===== config.mk =====
export PLATFORM = sky130hd
export DESIGN_NAME = ifu_pc_gen
export DESIGN_NICKNAME = d
export VERILOG_FILES = /design/src/rtl/ifu_pc_gen.sv
export SDC_FILE = /design/constraint.sdc
export NUM_CORES = 1
export LEC_CHECK = 0
export ABC_AREA = 1
export CAP_MARGIN = 20
export CORE_AREA = 4 4 92 94
export DETAILED_ROUTE_END_ITERATION = 6
export DIE_AREA = 0 0 96 98
export PLACE_DENSITY = 0.8
export SETUP_SLACK_MARGIN = 0.1
export SLEW_MARGIN = 10
export SYNTH_ARGS = -nofsm -noshare
export SYNTH_HDL_FRONTEND = slang
export SYNTH_SLANG_ARGS = --single-unit

===== constraint.sdc =====
create_clock -name clk_i -period 2.34 [get_ports clk_i]
set_clock_uncertainty 0.2 [all_clocks]
set_input_delay 0.468 -clock clk_i [delete_from_list [all_inputs] [get_ports clk_i]]
set_output_delay 0.468 -clock clk_i [all_outputs]
set_load 0.03 [all_outputs]

===== src/rtl/ifu_pc_gen.sv =====
// ---------------------------------------------------------------------------
// ifu_pc_gen
//
// Fetch-address generator for the in-order core's instruction fetch unit.
// It holds the current fetch PC, presents it to the instruction ROM, and
// statically predecodes the returned instruction to predict the next PC.
// It also owns the branch-shadow counter. That counter produces a one-cycle
// end pulse so IF/ID knows when squashing after an EXU redirect may stop.
//
// Optional feature macro: IFU_STATIC_BP_EN
//   defined   : JAL and backward conditional branches are predicted taken.
//   undefined : no predecode; the successor is always pc_o + 4, never taken.
//
// Parameters
//   BOOT_ADDR         PC loaded by reset.
//   SLOT_CYCLES       Unstalled branch-shadow cycles after a branch redirect
//                     (legal range 1..7).
//
// Ports
//   clk_i               core clock
//   rst_i               synchronous active-high reset
//   stall_i[5:0]        ctrl stall vector; only bit 0 (hold PC) is used here
//   flush_i             ctrl flush (trap/exception)
//   ctrl_redirect_pc_i  ctrl redirect request (trap entry, mret)
//   ctrl_pc_i           ctrl redirect target
//   branch_redirect_i   EXU misprediction redirect
//   branch_pc_i         EXU corrected target
//   inst_i              ROM data for pc_o, valid in the same cycle
//   pc_o                current fetch PC (registered)
//   next_pc_o           predicted successor of pc_o (combinational)
//   next_taken_o        prediction is a redirect rather than pc_o + 4
//   branch_slot_end_o   pulse on the last branch-shadow cycle
// ---------------------------------------------------------------------------
module ifu_pc_gen #(
  parameter logic [31:0] BOOT_ADDR   = 32'h0000_0000,
  parameter int unsigned SLOT_CYCLES = 2
) (
  input  logic        clk_i,
  input  logic        rst_i,
  input  logic [5:0]  stall_i,
  input  logic        flush_i,
  input  logic        ctrl_redirect_pc_i,
  input  logic [31:0] ctrl_pc_i,
  input  logic        branch_redirect_i,
  input  logic [31:0] branch_pc_i,
  input  logic [31:0] inst_i,
  output logic [31:0] pc_o,
  output logic [31:0] next_pc_o,
  output logic        next_taken_o,
  output logic        branch_slot_end_o
);

  // Fetch-unit states.
  // BOOT lasts a single cycle after reset so the ROM sees BOOT_ADDR once
  // before fetch starts advancing.
  // SLOT marks the branch shadow that follows an EXU redirect.
  localparam logic [1:0] ST_BOOT = 2'd0;
  localparam logic [1:0] ST_RUN  = 2'd1;
  localparam logic [1:0] ST_SLOT = 2'd2;

  localparam logic [2:0] SLOT_INIT = 3'(SLOT_CYCLES);

  localparam logic [6:0] OPC_JAL    = 7'b1101111;
  localparam logic [6:0] OPC_BRANCH = 7'b1100011;

  logic [1:0]  state_q;
  logic [1:0]  state_d;
  logic [31:0] pc_q;
  logic [31:0] pc_d;
  logic [2:0]  slotCnt_q;
  logic [2:0]  slotCnt_d;

  logic        holdPc;
  logic        ctrlRedirect;
  logic [31:0] seqPc;
  logic [31:0] predPc;
  logic        predTaken;

  // Only bit 0 of the stall vector concerns the PC.
  // The other bits belong to downstream stages and are ignored here.
  logic        unusedStallBits;
  assign unusedStallBits = ^stall_i[5:1];

  assign holdPc       = stall_i[0];
  assign ctrlRedirect = flush_i | ctrl_redirect_pc_i;

  // The sequential successor wraps modulo 2^32 because of the 32-bit add.
  assign seqPc = pc_q + 32'd4;

`ifdef IFU_STATIC_BP_EN
  // Static predecode of the instruction returned for pc_q.
  // The J and B immediates are rebuilt from their scrambled encodings and
  // sign-extended to 32 bits.
  // Only backward conditional branches (sign bit set) are predicted taken,
  // the usual loop heuristic.
  logic        isJal;
  logic        isBackBranch;
  logic [31:0] jImm;
  logic [31:0] bImm;
  logic [31:0] jalTarget;
  logic [31:0] branchTarget;

  assign isJal        = (inst_i[6:0] == OPC_JAL);
  assign isBackBranch = (inst_i[6:0] == OPC_BRANCH) && inst_i[31];

  assign jImm = {{12{inst_i[31]}}, inst_i[19:12], inst_i[20], inst_i[30:21], 1'b0};
  assign bImm = {{20{inst_i[31]}}, inst_i[7], inst_i[30:25], inst_i[11:8], 1'b0};

  assign jalTarget    = (pc_q + jImm) & ~32'h1;
  assign branchTarget = (pc_q + bImm) & ~32'h1;

  // Pick the predicted successor.
  // In BOOT the ROM word is not trusted yet, so prediction is suppressed.
  always_comb begin
    predPc    = seqPc;
    predTaken = 1'b0;
    if (state_q != ST_BOOT) begin
      if (isJal) begin
        predPc    = jalTarget;
        predTaken = 1'b1;
      end else if (isBackBranch) begin
        predPc    = branchTarget;
        predTaken = 1'b1;
      end
    end
  end
`else
  // Without static prediction the fetch stream is purely sequential.
  // The ROM word is therefore not needed by this block.
  logic unusedInst;
  assign unusedInst = ^inst_i;

  always_comb begin
    predPc    = seqPc;
    predTaken = 1'b0;
  end
`endif

  assign pc_o         = pc_q;
  assign next_pc_o    = predPc;
  assign next_taken_o = predTaken;

  // End-of-shadow pulse on the last unstalled shadow cycle.
  // A same-cycle branch redirect still lets it through, so IF/ID sees the
  // first redirect's pulse.
  // Reset or a ctrl flush/redirect abandons the shadow, so no pulse is
  // produced in that cycle.
  assign branch_slot_end_o = (state_q == ST_SLOT) && (slotCnt_q == 3'd1) &&
                             !holdPc && !rst_i && !ctrlRedirect;

  // Next-state logic. Priority, highest first:
  //   - ctrl flush/redirect: jump to ctrl_pc_i and leave any shadow.
  //   - branch redirect: jump to branch_pc_i and (re)start the shadow.
  //   - per-state behaviour: BOOT always moves to RUN.
  //     RUN and SLOT advance only while not stalled.
  //     SLOT additionally counts down its shadow.
  // Redirects ignore the stall bit so a corrected path is never lost.
  always_comb begin
    pc_d      = pc_q;
    state_d   = state_q;
    slotCnt_d = slotCnt_q;

    if (ctrlRedirect) begin
      pc_d      = ctrl_pc_i;
      state_d   = ST_RUN;
      slotCnt_d = 3'd0;
    end else if (branch_redirect_i) begin
      pc_d      = branch_pc_i;
      state_d   = ST_SLOT;
      slotCnt_d = SLOT_INIT;
    end else begin
      case (state_q)
        ST_BOOT: begin
          state_d = ST_RUN;
        end
        ST_RUN: begin
          if (!holdPc) begin
            pc_d = predPc;
          end
        end
        ST_SLOT: begin
          if (!holdPc) begin
            pc_d = predPc;
            if (slotCnt_q == 3'd1) begin
              state_d   = ST_RUN;
              slotCnt_d = 3'd0;
            end else begin
              slotCnt_d = slotCnt_q - 3'd1;
            end
          end
        end
        default: begin
          state_d   = ST_RUN;
          slotCnt_d = 3'd0;
        end
      endcase
    end
  end

  // State registers with synchronous reset back to BOOT at BOOT_ADDR.
  always_ff @(posedge clk_i) begin
    if (rst_i) begin
      pc_q      <= BOOT_ADDR;
      state_q   <= ST_BOOT;
      slotCnt_q <= 3'd0;
    end else begin
      pc_q      <= pc_d;
      state_q   <= state_d;
      slotCnt_q <= slotCnt_d;
    end
  end

endmodule


==> flow_summary.json <==
{
  "ys_types": 29,
  "powerDensity_nw_per_um2": 415.2,
  "netlist_area_um2": 2828,
  "switching_share_pct": 36.02,
  "die_area_um2": 9408,
  "portBuffers": 134,
  "wirelength_um": 10570,
  "die-width_um": 96,
  "clkSinkCount": 37,
  "finalHoldViolations": 0,
  "synth_edf_count": 0,
  "drt_iter0_drc": 145,
  "min_path_type": "reg2reg",
  "synth_common_cells": "nand2_1, a21oi_1, dfxtp_1",
  "yosys.area.top_type_share_pct": 26.19,
  "pwr-share-comb_pct": 40.0,
  "fin_nets": 736,
  "ios": 173,
  "yosys_warnings": 0,
  "reg2reg_slack_ps": 490,
  "wl_per_cell_um": 14.55,
  "cts_inserted_buffers": 5,
  "antenna_found_initial": 0,
  "syn_nets": 575,
  "drive_above_1_share_pct": 28.69,
  "grt_pass1_wl_um": 16080,
  "seqPwrFrac_pct": 35.6,
  "clk_latency_ps": 300,
  "grt_pass1_vias": 3524,
  "rsz0062_at_grt": "true",
  "async_reset_ff_share_pct": 0,
  "drc": 0,
  "netlist_instances": 462,
  "syn_avg_cell_area_um2": 6.121,
  "start_util_pct": 36.98,
  "core_area_um2": 7647,
  "critPathCaptureType": "output pin",
  "via_count": 3645,
  "netlist_top_cells_area": "dfxtp_1, nand2_1, a21oi_1",
  "cts_tree": "done",
  "max_freq_mhz": 417.4,
  "area_growth_pct": 79.69,
  "power_mw": 2.110,
  "worstSetupPathType": "reg2out",
  "first_pass_iters": 4,
  "pre_cts_ws_ps": -3.330,
  "p_clk_share_pct": 24.3,
  "clk_path_buf_depth": 2,
  "clk_pin_slew_ps": 80,
  "num_rows": 32,
  "ant_nets": 0,
  "finalCriticalPeriod_ps": 2396,
  "min_delay_path_depth": 2,
  "power.switching_mw": 0.7599,
  "cap_violations": 0,
  "vias_per_cell": 5.021,
  "synth_flop_cell": "dfxtp_1",
  "diodes": 0,
  "grt-ovfl-total": 0,
  "violations": "setup timing",
  "crit_path_start_kind": "register",
  "cts_max_level": 2,
  "post_dp_cell_area_um2": 4392,
  "finish.instance_area_um2": 5081,
  "fin_cells": 726,
  "place_hpwl_um": 7637,
  "setup_slack_ps": -55.90,
  "grt_max_degree": 42,
  "ys_ff_latch": 37,
  "p_leak_nw": 2.153,
  "final-setup-viol-count": 3,
  "critPathRequiredTime_ps": 1670,
  "root_buffer": "clkbuf_8",
  "synth_largest_area_cell": "dfxtp_1",
  "fin_crit_sh_pct": 102.4,
  "status": "finished, violations left",
  "synth.most_common_cell": "nand2_1",
  "critPathMaxFanout": 5,
  "vdd_drop_max_v": 0.0002278,
  "grt_usage_pct": 21.05,
  "place_congestion": 0.9040,
  "rr_worst_depth": 9,
  "worstPathArrival_ps": 1730,
  "drv_slew": 0,
  "yosysSeqAreaShare_pct": 26.19,
  "internal-power_mw": 1.350,
  "placed_cells": 692,
  "die_height_um": 98
}
[per-layer routing]
layer  GRT usage (%)  up-vias  routed length (µm)
li1                -     1796                   -
met5               0        -                   0
met4           6.565        0                 145
met3           4.160       13                 825
met1           24.98     1691                4232
met2           37.33      145                5362
[power by group through the flow]
stage	clock network [mW]	logic (mW)	registers [mW]
6_report	0.514	0.845	0.751
5_1_grt	0.549	0.900	0.760
4_1_cts	0.522	0.820	0.748
3_5_place_dp	0	0.764	0.760
3_3_place_gp	0	0.753	0.758
2_1_floorplan	0	0.315	0.838
[cell families (layout without fill, tap and decap cells)]
family	after synthesis	in the layout	share of synthesized area [%]
AND/OR/NAND/NOR	247	247	38.27
AO/OA/AOI/OAI	99	99	18.50
buffers and inverters	57	219	8.274
flip-flops	37	37	26.19
XOR/XNOR	15	15	5.973
adder cells (fa/ha/maj)	6	6	2.655
other	1	1	0.1326
[worst max-delay path: stages, from the launching register on]
cell and delay (ps):
dfxtp_4 380, ha_4 170, nand2_4 50, nor2_4 110, nand2_4 90, nor2_4 240, nand3b_1 150, nand2_2 110
buf_6 130
[metrics by stage]
| step | utilization, % | setup TNS (ps) | hold slack [ps] |
|---|---|---|---|
| 2_1_floorplan | - | 0 | 256.5 |
| 3_3_place_gp | 57.43 | 0 | 267.1 |
| 3_5_place_dp | 57.43 | -3.330 | 295.1 |
| 4_1_cts | 64.04 | -59.00 | 307.0 |
| 5_1_grt | 66.44 | -1103 | 318.8 |
| 6_report | 66.44 | -106.9 | 314.2 |
[registers in the layout (all words and copies together), names as in the netlist]
name       flops
pc_o          32
slotCnt_q      3
state_q        2
[timing repair]
| item | CTS | global route |
|---|---|---|
| gates resized for setup | 90 | 41 |
| pin swaps | 23 | 18 |
| buffers inserted | 18 | 8 |
| hold buffers | 0 | 0 |
| setup endpoints to repair | 29 | 28 |
[final cells by class]
| type | instances | area, µm² |
|---|---|---|
| timing repair buffer | 175 | 1733 |
| clock inverter | 1 | 5.005 |
| fill | 636 | 2566 |
| sequential | 37 | 805.8 |
| clock buffer | 7 | 96.34 |
| tap | 102 | 127.6 |
| multi-input combinational | 368 | 2178 |
| inverter | 36 | 135.1 |
[layout by cell type, fill, tap and decap left out, types with 15 or more instances in the layout]
master	n
nand2_2	21
nor2_1	15
buf_4	39
nand2_1	155
nor2_4	16
inv_1	33
a21oi_1	53
buf_6	23
o21ai_0	34
clkdlybuf4s50_1	101
[path summary, 6_finish.rpt]
check | startpoint | endpoint
max | pc_o[2]$_SDFFE_PP0P_ | next_pc_o[26]
min | slotCnt_q[0]$_SDFFE_PP0P_ | slotCnt_q[0]$_SDFFE_PP0P_
max reg2reg | pc_o[11]$_SDFFE_PP0P_ | pc_o[16]$_SDFFE_PP0P_
min reg2reg | slotCnt_q[0]$_SDFFE_PP0P_ | slotCnt_q[0]$_SDFFE_PP0P_
(Power assumes the default switching activity.)
